<file path="src/rtl/mem_arbiter.sv">
// mem_arbiter: shares one block-wide main memory between icache (read-only)
// and dcache (read/write-back), one requester granted at a time.
// Ports:
//   clock, reset        - clock and async active-low reset
//   d_read/d_write      - dcache block requests, d_address/d_writedata in
//   d_readdata          - registered block returned to dcache
//   d_busywait          - dcache stall
//   i_read, i_address   - icache block request
//   i_readdata          - registered block returned to icache
//   i_busywait          - icache stall
//   mem_read/mem_write  - memory strobes, mem_address/mem_writedata out
//   mem_readdata        - memory read block in
//   mem_busywait        - memory busy in
module mem_arbiter #(
    parameter int ADDR_W = 6,
    parameter int DATA_W = 32,
    parameter int RR_EN  = 1
) (
    input  logic              clock,
    input  logic              reset,
    input  logic              d_read,
    input  logic              d_write,
    input  logic [ADDR_W-1:0] d_address,
    input  logic [DATA_W-1:0] d_writedata,
    output logic [DATA_W-1:0] d_readdata,
    output logic              d_busywait,
    input  logic              i_read,
    input  logic [ADDR_W-1:0] i_address,
    output logic [DATA_W-1:0] i_readdata,
    output logic              i_busywait,
    output logic              mem_read,
    output logic              mem_write,
    output logic [ADDR_W-1:0] mem_address,
    output logic [DATA_W-1:0] mem_writedata,
    input  logic [DATA_W-1:0] mem_readdata,
    input  logic              mem_busywait
);

    typedef enum logic [2:0] {
        IDLE,
        SERVE_D,
        SERVE_I,
        DONE_D,
        DONE_I
    } state_t;

    state_t            state_q;
    logic              issued_q;
    logic              last_i_q;
    logic              wr_q;
    logic [ADDR_W-1:0] addr_q;
    logic [DATA_W-1:0] wdata_q;
    logic [DATA_W-1:0] d_rdata_q;
    logic [DATA_W-1:0] i_rdata_q;

    logic d_req;
    logic i_req;
    logic grant_d;
    logic grant_i;
    logic serve_d;
    logic serve_i;

    assign d_req = d_read | d_write;
    assign i_req = i_read;

    // On contention, round-robin hands the grant to whoever did not win last.
    assign grant_d = d_req & (~i_req | (RR_EN == 0) | last_i_q);
    assign grant_i = i_req & ~grant_d;

    always_ff @(posedge clock or negedge reset) begin
        if (!reset) begin
            state_q   <= IDLE;
            issued_q  <= 1'b0;
            last_i_q  <= 1'b1;
            wr_q      <= 1'b0;
            addr_q    <= '0;
            wdata_q   <= '0;
            d_rdata_q <= '0;
            i_rdata_q <= '0;
        end else begin
            case (state_q)
                IDLE: begin
                    if (grant_d) begin
                        state_q  <= SERVE_D;
                        last_i_q <= 1'b0;
                        wr_q     <= d_write;
                        addr_q   <= d_address;
                        wdata_q  <= d_write ? d_writedata : '0;
                    end else if (grant_i) begin
                        state_q  <= SERVE_I;
                        last_i_q <= 1'b1;
                        wr_q     <= 1'b0;
                        addr_q   <= i_address;
                        wdata_q  <= '0;
                    end
                end
                SERVE_D: begin
                    // The memory has not seen the strobe yet in the first cycle.
                    if (!issued_q) begin
                        issued_q <= 1'b1;
                    end else if (!mem_busywait) begin
                        issued_q <= 1'b0;
                        state_q  <= DONE_D;
                        if (!wr_q) begin
                            d_rdata_q <= mem_readdata;
                        end
                    end
                end
                SERVE_I: begin
                    if (!issued_q) begin
                        issued_q <= 1'b1;
                    end else if (!mem_busywait) begin
                        issued_q  <= 1'b0;
                        state_q   <= DONE_I;
                        i_rdata_q <= mem_readdata;
                    end
                end
                DONE_D:  state_q <= IDLE;
                DONE_I:  state_q <= IDLE;
                default: state_q <= IDLE;
            endcase
        end
    end

    assign serve_d = (state_q == SERVE_D);
    assign serve_i = (state_q == SERVE_I);

    assign mem_read      = (serve_d & ~wr_q) | serve_i;
    assign mem_write     = serve_d & wr_q;
    assign mem_address   = (serve_d | serve_i) ? addr_q : '0;
    assign mem_writedata = serve_d ? wdata_q : '0;

    assign d_readdata = d_rdata_q;
    assign i_readdata = i_rdata_q;

    // Gated by reset so every output reads 0 while reset is held.
    assign d_busywait = reset & d_req & (state_q != DONE_D);
    assign i_busywait = reset & i_req & (state_q != DONE_I);

endmodule

</file>
<file path="config.mk">
export PLATFORM = sky130hd
export DESIGN_NAME = mem_arbiter
export DESIGN_NICKNAME = d
export VERILOG_FILES = /design/src/rtl/mem_arbiter.sv
export SDC_FILE = /design/constraint.sdc
export NUM_CORES = 1
export LEC_CHECK = 0
export CAP_MARGIN = 20
export CORE_MARGIN = 10
export CORE_UTILIZATION = 43
export CTS_CLUSTER_SIZE = 30
export DETAILED_ROUTE_END_ITERATION = 16
export PLACE_DENSITY = 0.85
export SLEW_MARGIN = 25
export SYNTH_ARGS = -nofsm -noshare
export SYNTH_HDL_FRONTEND = slang
export SYNTH_SLANG_ARGS = --single-unit
</file>
<file path="constraint.sdc">
create_clock -name clock -period 1.8 [get_ports clock]
set_input_delay 0.36 -clock clock [delete_from_list [all_inputs] [get_ports clock]]
set_output_delay 0.36 -clock clock [all_outputs]
set_load 0.02 [all_outputs]
</file>
Word-level counts from Yosys, hierarchy flattened
Cells that the tools add are included.

word-level totals
  word-level logic and storage cells = 60
  input bits = 82
  output and inout port bits = 106
  register bits after elaboration = 108

cells by class
  multiplexer cells = 20
  reduce and logical (&&, ||, !) cells = 7
  bitwise gates (word level) = 16
  eq/ne operators = 9

operators with widths
  cell                                                    count
  2-to-1 mux 32 bit                                       4
  2-to-1 mux 3 bit                                        6
  2-to-1 mux 6 bit                                        3
  one-hot mux 3 bit (3 select lines)                      1
  bitwise AND 1 bit                                       8
  inequality test 2 bit (second input constant)           4
  2-to-1 mux 1 bit                                        6
  inequality test 3 bit (second input constant)           2
  AND reduction 5 bit                                     1
  NOT 1 bit                                               4
  OR 1 bit                                                4
  AND reduction 4 bit                                     1
  equality test 3 x 1 -> 1 bit (second input constant)    1
  equality test 3 x 2 -> 1 bit (second input constant)    1
  logical NOT 3 bit                                       1
  inequality test 3 x 2 -> 1 bit (second input constant)  1
  AND reduction 3 bit                                     1
  AND reduction 2 bit                                     1
  nonzero test 2 bit                                      1
  OR reduction 2 bit                                      1

Logic depth before layout (Yosys ltp)
Gate-level depths: netlist of run 1.

  depth after elaboration = 8
  depth in mapped cells = 6
  gate-level depth less buffers = 3

Worst setup path before layout of run 1
No wires, ideal clock.

  kind = reg-to-output
  from = register state_q[0]
  to = output mem_read
  buffers on the path = 1
  data arrival time = 1.421 ns
  data required time = 1.440 ns
  stages on the path, launching flop included = 4
  path slack = 0.019 ns
  cell sequence = dfrtp_1 -> buf_2 -> or3b_2 -> a21oi_1

between the ends
  cells in the longest elaborated chain, start to end = 3
  elaborated cells on any way between the ends = 4

RTL lines
  item                          line  text
  start: declaration            47    state_t state_q;
  start signal: assignment      72    state_q <= IDLE;
  start signal: assignment      84    state_q <= SERVE_D;
  start signal: assignment      90    state_q <= SERVE_I;
  equality test 3 x 1 -> 1 bit  125   assign serve_d = (state_q == SERVE_D);
  bitwise AND 1 bit             128   assign mem_read = (serve_d & ~wr_q) | serve_i;
  OR 1 bit (*)                  128
  end: declaration              31    output logic mem_read,

Mark *: on every way between the ends. The rest lies on a longest branch, timed or not.

Worst setup path after layout of run 1
  from = register state_q[1]
  to = output mem_address[3]

between the ends
  cells in the longest elaborated chain, start to end = 3
  elaborated cells on any way between the ends = 4

RTL lines
  item                                                                                 line      text
  equality test 3 x 1 -> 1 bit / equality test 3 x 2 -> 1 bit (equally long branches)  125, 126
  OR 1 bit (*)                                                                         130       assign mem_address = (serve_d | serve_i) ? addr_q : '0;
  2-to-1 mux 6 bit (*)                                                                 130
  end: declaration                                                                     33        output logic [ADDR_W-1:0] mem_address,

Marked as above.

==> results of run 1 <==
## per-layer routing
| metal | GRT usage, % | part of all wire (%) | vias up |
|---|---|---|---|
| met1 | 20.6 | 36 | 1909 |
| met5 | 0 | 0 | - |
| met2 | 30.5 | 45 | 230 |
| met3 | 12.2 | 17 | 21 |
| met4 | 6.91 | 2.2 | 0 |
| li1 | - | - | 1785 |
## Yosys cell counts, drive strengths merged
| cell | instances | area share [%] |
|---|---|---|
| a31oi | 8 | 1.1 |
| dfrtp | 107 | 58 |
| clkbuf | 11 | 0.89 |
| o21ai | 34 | 3.7 |
| or3 | 1 | 0.13 |
| nand4 | 27 | 3.6 |
| nor2b | 1 | 0.13 |
| nand2b | 4 | 0.54 |
| nor3 | 2 | 0.22 |
| dfstp | 1 | 0.56 |
| a21oi | 12 | 1.3 |
| and2 | 7 | 0.99 |
| nor2 | 3 | 0.30 |
| and4bb | 1 | 0.27 |
| nand3 | 7 | 0.75 |
| and3 | 34 | 4.6 |
| or3b | 1 | 0.19 |
| buf | 21 | 3.0 |
| or2 | 1 | 0.13 |
| nor4b | 1 | 0.51 |
| a21o | 1 | 0.16 |
| inv | 28 | 2.3 |
| nand2 | 4 | 0.32 |
| mux2 | 66 | 16 |
| a22o | 5 | 0.94 |
## per-stage QoR
step / setup TNS (ns) / std cells
CTS: -6.38 / 731
global route: -9.26 / 736
global placement: -23.94 / 705
detailed placement: -27.87 / 705
finish: -7.16 / 736
floorplan: 0 / 388
## state kept, by name, summed over array words and instances, names as in the netlist
name	cells
i_readdata	32
issued_q	1
wdata_q	32
wr_q	1
addr_q	6
d_readdata	32
state_q	3
last_i_q	1
## power by group through the flow
| stage | logic, mW | registers (mW) | clock network, mW |
|---|---|---|---|
| 2_1_floorplan | 2.73 | 5.04 | 0 |
| 3_3_place_gp | 6.71 | 4.18 | 0 |
| 3_5_place_dp | 6.83 | 4.27 | 0 |
| 4_1_cts | 7.49 | 4.25 | 1.40 |
| 5_1_grt | 8.50 | 4.41 | 1.50 |
| 6_report | 7.99 | 4.28 | 1.38 |
## critical path: cells and delay by family (launching register included)
kind                   cells  cell delay, ns
flip-flops                 1            0.44
buffers and inverters      3            0.42
AND/OR/NAND/NOR            2            0.30
AO/OA/AOI/OAI              1            0.17
## area by class of cell
class	count	area [um^2]
fill	694	3050
sequential	108	2710
timing repair buffer	229	2360
multi-input combinational	220	1850
tap	136	170
clock buffer	10	138
inverter	28	105
clock inverter	5	38.8
## worst paths after layout
path | slack (ns) | cells after the start | to
worst max-delay path | -0.26 | 6 | mem_address[3]
worst max register to register | -0.13 | 11 | issued_q
worst min register to register | 0.50 | 1 | i_readdata[5]
max in group asynchronous | 1.13 | 2 | state_q[0]
min in group clock | 0.50 | 1 | i_readdata[5]
worst min-delay path | 0.15 | 2 | addr_q[5]
## kinds of logic (layout without fill, tap and decap cells)
logic type,count (synthesis),in the layout
flops,108,108
simple gates,94,94
mux,66,66
compound gates,60,60
buf+inv,60,272
## timing repair
item	in CTS	in global routing
buffers inserted	10	5
pin swaps	3	11
gates cloned	1	2
gates resized for setup	258	49
setup endpoints to repair	42	69
==> flow_summary.ini, run 1 <==
[yosys]
synth_compound_area_share_pct = 7.12
syn_inst = 388
synth_simple_gate_area_share_pct = 12.7
synth_area_um2 = 4660
syn_nets = 470
ys_warn_count = 0
synthAdderAreaFrac_pct = 0
synth_top_family_by_area = multiplexers
yosysSeqAreaShare_pct = 58.1
ys_ff_latch = 108
syn_avg_cell_area_um2 = 12.0
synthDistinctLibCells = 31
synth-xor-area-share_pct = 0
muxShareOfSynthArea_pct = 16.0

[timing]
rsz0062_at_grt = yes
skew_ns = 0.00934
post-route-period-util_pct = 115
slew_violations = 0
layout_setup_ws_ns = -0.265
setup_viol = 43
finalHoldWorstSlack_ns = 0.154
fmax_mhz = 484
slew_headroom_pct = 51.7
min_period_ns = 2.06
worst_pin_slew_ns = 0.725
final-hold-violation-count = 0

[clock_tree]
htree_levels = 3
clk_pin_slew_ns = 0.10
cts_buffer_depth = 2
cts_tree = done
postCtsHoldBufs = 0
cts_made_buffers = 9
clkSinkCount = 108
insertion_delay_ns = 0.36
root_buffer = clkbuf_8

[power]
finalPower_mw = 13.6
seq_power_share_pct = 31.4
combPwrFrac_pct = 58.6
swShare_pct = 39.3
p_int_mw = 8.28
p_leak_nw = 3.30
power_switching_mw = 5.37
power_frac_clock_pct = 10.1
power.density_nw_per_um2 = 1850
ir_worst_vdd_uv = 1080

[critical_path]
critPathArrivalTime_ns = 1.70
path_common_cell = buf_6
critPathSlowestCell = dfrtp_1
reg2reg_from = state_q[1]
slowest_delay_ns = 0.44
crit_fanout = 6
crit_chain = buf_6, nand2b_4, a21oi_4, buf_6, and2_4, buf_6
cp-start-kind = register
cp-end-kind = primary output
critPathLaunch = state_q[1]
required_ns = 1.44
critPathKind = register to primary output

[cells_and_area]
final_cell_mix = clkdlybuf4s50_1 (137), dfrtp_1 (105), mux2_2 (62)
finalNetCount = 678
final_common_cell = clkdlybuf4s50_1
final_area_um2 = 7370
antenna_cells = 0
drive_gt1_share_pct = 33.8
area_delta_synth_final_pct = 58.3
post-route-util_pct = 70.8

[floorplan]
initial_utilization_pct = 44.7
row_count = 37
die_area_um2 = 15400
io_pins = 188
core-area_um2 = 10400
die_w_um = 124
die_h_um = 124

[detailed_routing]
routed_wl_mm = 15.5
wl_per_cell_um = 21.0
final_antenna_net_count = 0
drt-pass1-iter-count = 4
vias = 3945
first_iter_violations = 416
drc = 0
viasPerCell = 5.36

[global_route]
first_global_vias = 4312
grt_overflow_total = 0
grt_pass1_wl_mm = 23.3
grt_usage_pct = 19.3
grt_max_degree = 57
antenna_found_initial = 0

[hold_path]
hp-class = input port to async pin

[placement]
dpl_worst_slack_ns = -0.485
placed_cell_area_um2 = 6750
numPortBuffers = 187
hpwl_mm = 10.4
routabilityCongestion = 0.867

[outcome]
failed_checks = setup timing
outcome = finished, violations left

[job]
maxCapViolCount = 0
No activity file was read; power rests on OpenSTA's default activity.
==> inputs of run 2 (changes only) <==
==> constraint.sdc (replaced) <==
create_clock -name clock -period 1.9 [get_ports clock]
set_input_delay 0.38 -clock clock [delete_from_list [all_inputs] [get_ports clock]]
set_output_delay 0.38 -clock clock [all_outputs]
set_load 0.02 [all_outputs]
==> run 2 against run 1 <==
The run still ends with setup timing left. Combinational power down 5.4%. Cell count up 0.14%. Flip-flop and latch count unchanged. Largest cell class unchanged. Critical endpoint is now mem_read. Highest routed layer unchanged. Clock skew grew 0.0046 ns.
==> flow_summary.ini, run 2 (synthesis gave the netlist of run 1 again) <==
[detailed_routing]
wl_per_cell_um = 21.9
drt-pass1-iter-count = 4
drc = 0
routed_wl_mm = 16.2
vias = 4016
final_antenna_net_count = 0
viasPerCell = 5.45
first_iter_violations = 315

[outcome]
outcome = finished, violations left
failed_checks = setup timing

[hold_path]
hp-class = input port to async pin

[cells_and_area]
finalNetCount = 679
post-route-util_pct = 71.2
area_delta_synth_final_pct = 59.3
antenna_cells = 0
final_common_cell = clkdlybuf4s50_1
drive_gt1_share_pct = 34.4
final_area_um2 = 7410
final_cell_mix = clkdlybuf4s50_1 (144), dfrtp_1 (104), mux2_2 (63)

[timing]
layout_setup_ws_ns = -0.0900
fmax_mhz = 503
slew_violations = 0
finalHoldWorstSlack_ns = 0.152
tns_ns = -1.13
post-route-period-util_pct = 105
final-hold-violation-count = 0
slew_headroom_pct = 53.9
rsz0062_at_grt = yes
min_period_ns = 1.99
setup_viol = 38
skew_ns = 0.0139
worst_pin_slew_ns = 0.692

[critical_path]
crit_fanout = 4
cp-start-kind = register
critPathSlowestCell = dfrtp_2
reg2reg_depth = 6
critPathKind = register to primary output
slowest_delay_ns = 0.46
reg2reg_from = state_q[0]
required_ns = 1.52
critPathArrivalTime_ns = 1.61
r2r_end = i_readdata[19]
path_common_cell = buf_6
cp-end-kind = primary output
crit_chain = buf_6, or3b_4, a21oi_2, buf_6
ff2ff_setup_slack_ns = 0.05

[floorplan]
die_area_um2 = 15400
core-area_um2 = 10400
die_w_um = 124
io_pins = 188
die_h_um = 124
row_count = 37
initial_utilization_pct = 44.7

[global_route]
grt_pass1_wl_mm = 23.7
grt_overflow_total = 0
grt_usage_pct = 19.8
antenna_found_initial = 1
grt_max_degree = 57
first_global_vias = 4310

[clock_tree]
insertion_delay_ns = 0.38
root_buffer = clkbuf_8
htree_levels = 3
clkSinkCount = 108
cts_tree = done
clk_pin_slew_ns = 0.11
cts_buffer_depth = 2
postCtsHoldBufs = 0
cts_made_buffers = 9

[placement]
dpl_worst_slack_ns = -0.400
hpwl_mm = 10.4
numPortBuffers = 187
routabilityCongestion = 0.872
placed_cell_area_um2 = 6740

[power]
ir_worst_vdd_uv = 1110
p_leak_nw = 3.23
power.density_nw_per_um2 = 1760

[job]
maxCapViolCount = 0
-- run 2: what timing repair did --
action | CTS | global route
endpoints found under the setup margin | 42 | 110
resized for setup | 282 | 19
cloned | 3 | 3
buffers inserted | 12 | 2
pin swaps | 15 | 3
-- run 2: layout make-up --
cell class	count	area (um^2)
flip-flops and latches	108	2710
clock buffers	11	131
fillers	699	3000
well taps	136	170
repair buffers	229	2390
clock inverters	4	51.3
multi-input cells	221	1860
inverters	28	105
-- run 2: critical path: cells and delay by family (launching register included) --
family,cells,cell delay (ns)
buffers and inverters,2,0.27
AOI/OAI and AO/OA,1,0.14
and+or+nand+nor,1,0.37
DFF,1,0.46
-- run 2: metal layers --
layer  track usage (%)  vias to the layer above  wire length, um
li1                  -                     1792                -
met1              23.2                     1986             6310
met2              30.8                      215             7430
met3              10.2                       23             2090
met4              6.69                        0              325
met5                 0                        -                0
-- run 2: through the flow --
step	cells	total power [mW]
finish	737	13.0
global route	737	13.7
CTS	732	12.7
detailed placement	703	10.5
global placement	703	10.3
floorplan	388	7.36
-- run 2: report_power, final --
group          total [mW]  switching (mW)  internal [mW]
sequential           4.08           0.663           3.42
combinational        7.56            3.65           3.92
clock                1.38           0.771          0.605
-- run 2: worst max path at each step --
stage,cells after the start,end,startpoint
finish,4,mem_read,state_q[1]
global route,4,i_busywait,state_q[0]
CTS,4,mem_read,state_q[1]
detailed placement,5,d_busywait,d_read
global placement,5,d_busywait,d_read
floorplan,3,mem_read,state_q[0]
==> inputs of run 3 (changes only) <==
--- a/config.mk
+++ b/config.mk
@@ -7,10 +7,11 @@
 export LEC_CHECK = 0
 export CAP_MARGIN = 20
 export CORE_MARGIN = 10
-export CORE_UTILIZATION = 43
+export CORE_UTILIZATION = 50
 export CTS_CLUSTER_SIZE = 30
 export DETAILED_ROUTE_END_ITERATION = 16
-export PLACE_DENSITY = 0.85
+export DONT_BUFFER_PORTS = 1
+export PLACE_DENSITY = 0.7
 export SLEW_MARGIN = 25
 export SYNTH_ARGS = -nofsm -noshare
 export SYNTH_HDL_FRONTEND = slang
==> run 3 against run 2 <==
The flow finishes with violations (hold timing). Cell count shrank 31%. Global-route usage is 3.3 points lower. Flip-flop and latch count unchanged. Largest cell class unchanged. Critical path depth is 1 lower. Clock power decreased by 3%. Highest routed layer unchanged. Die area down 12%.
==> flow_summary.ini, run 3 (synthesis gave the netlist of run 1 again) <==
[global_route]
grt_max_degree = 111
grt_usage_pct = 16.5
first_global_vias = 3229
grt_pass1_wl_mm = 17.5
grt_overflow_total = 0
antenna_found_initial = 0

[timing]
post-route-period-util_pct = 98.7
finalHoldWorstSlack_ns = -0.306
min_period_ns = 1.88
tns_ns = 0
final-hold-violation-count = 108
slew_headroom_pct = 74.7
skew_ns = 0.0128
setup_viol = 0
rsz0062_at_grt = yes
worst_pin_slew_ns = 0.380
slew_violations = 0
fmax_mhz = 533

[critical_path]
slowest_delay_ns = 0.47
required_ns = 1.52
cp-start-kind = register
crit_fanout = 7
critPathSlowestCell = dfrtp_2
critPathArrivalTime_ns = 1.50
critPathKind = register to primary output
cp-end-kind = primary output
critPathBufInv = 1
crit_chain = or3b_4, a21oi_2, buf_6
critPathTopFamily = flip-flops

[clock_tree]
clk_pin_slew_ns = 0.11
insertion_delay_ns = 0.36
cts_made_buffers = 9
clkSinkCount = 108
root_buffer = clkbuf_8
cts_tree = done
htree_levels = 3
cts_buffer_depth = 2

[detailed_routing]
first_iter_violations = 214
viasPerCell = 6.08
vias = 3091
routed_wl_mm = 12.0
drt-pass1-iter-count = 4
wl_per_cell_um = 23.6
drc = 0
final_antenna_net_count = 0

[placement]
numPortBuffers = 0
hpwl_mm = 8.40
routabilityCongestion = 0.799

[floorplan]
core-area_um2 = 9150
row_count = 35
io_pins = 188
die_w_um = 116
initial_utilization_pct = 50.9
die_area_um2 = 13600
die_h_um = 116

[outcome]
outcome = finished, violations left
failed_checks = hold timing

[cells_and_area]
fill_cells = 759
antenna_cells = 0
final_common_cell = dfrtp_1
seq_area_um2 = 2710
area_delta_synth_final_pct = 12.3
final_cell_mix = dfrtp_1 (104), mux2_2 (63), inv_1 (28)
drive_gt1_share_pct = 39.5
multi_input_area_um2 = 1830
finalNetCount = 474

[power]
p_leak_nw = 2.30
finalPower_mw = 10.0
ir_worst_vdd_uv = 854
power.density_nw_per_um2 = 1920

[hold_path]
hp-class = input port to async pin

[job]
maxCapViolCount = 0
==> run 3: where the power goes <==
group / internal (mW) / leakage, nW / switching (mW)
logic: 1.76 / 0.878 / 1.85
clock network: 0.538 / 0.0927 / 0.804
registers: 3.41 / 1.33 / 1.67
total: 5.71 / 2.30 / 4.32
==> run 3: metrics by stage <==
step | cells | hold slack (ns) | utilization (%) | setup slack (ns) | cell area [um^2]
2_1_floorplan | 388 | 0.0844 | - | 0.0993 | 4660
3_5_place_dp | 483 | 0.0889 | 52.2 | 0.170 | 4780
6_report | 508 | -0.306 | 57.1 | 0.0239 | 5230
3_3_place_gp | 483 | 0.0878 | 52.2 | 0.205 | 4780
4_1_cts | 504 | -0.329 | 55.1 | -0.0240 | 5040
5_1_grt | 508 | -0.338 | 57.1 | -0.0497 | 5230
==> run 3: metal layers <==
layer,track usage [%],part of all wire (%)
met1,17.5,35
met3,9.81,15
met5,0,0
met2,26.8,48
met4,5.75,1.3
==> run 3: repair_timing <==
item                       CTS  global route
setup endpoints to repair   40            52
resized for setup           20            54
buffers inserted             5             2
gates cloned                 0             2
pin swaps                    7             9
hold endpoints to repair   108           108
==> run 3: cell type report <==
| class | count | area share (%) |
|---|---|---|
| clock buffer | 10 | 2.63 |
| sequential | 108 | 51.8 |
| clock inverter | 6 | 1.10 |
| timing repair buffer | 24 | 4.86 |
| inverter | 28 | 2.01 |
| multi-input combinational | 221 | 34.9 |
| tap | 111 | 2.66 |
==> run 3: final timing paths <==
kind | startpoint | end | slack (ns) | cells after the start
max | state_q[1] | mem_read | 0.02 | 3
min | reset | wdata_q[18] | -0.31 | 0
max reg2reg | state_q[0] | addr_q[4] | 0.10 | 5
min reg2reg | wdata_q[28] | wdata_q[28] | 0.52 | 1
max in group asynchronous | reset | last_i_q | 1.95 | 0
min in group clock | mem_readdata[5] | i_readdata[5] | 0.15 | 1
==> run 3: worst reg2reg max path: cells and delay by family, from the launching register on <==
kind,cells,cell delay (ns)
simple gates,2,0.76
flops,1,0.47
buf+inv,2,0.31
compound gates,1,0.13
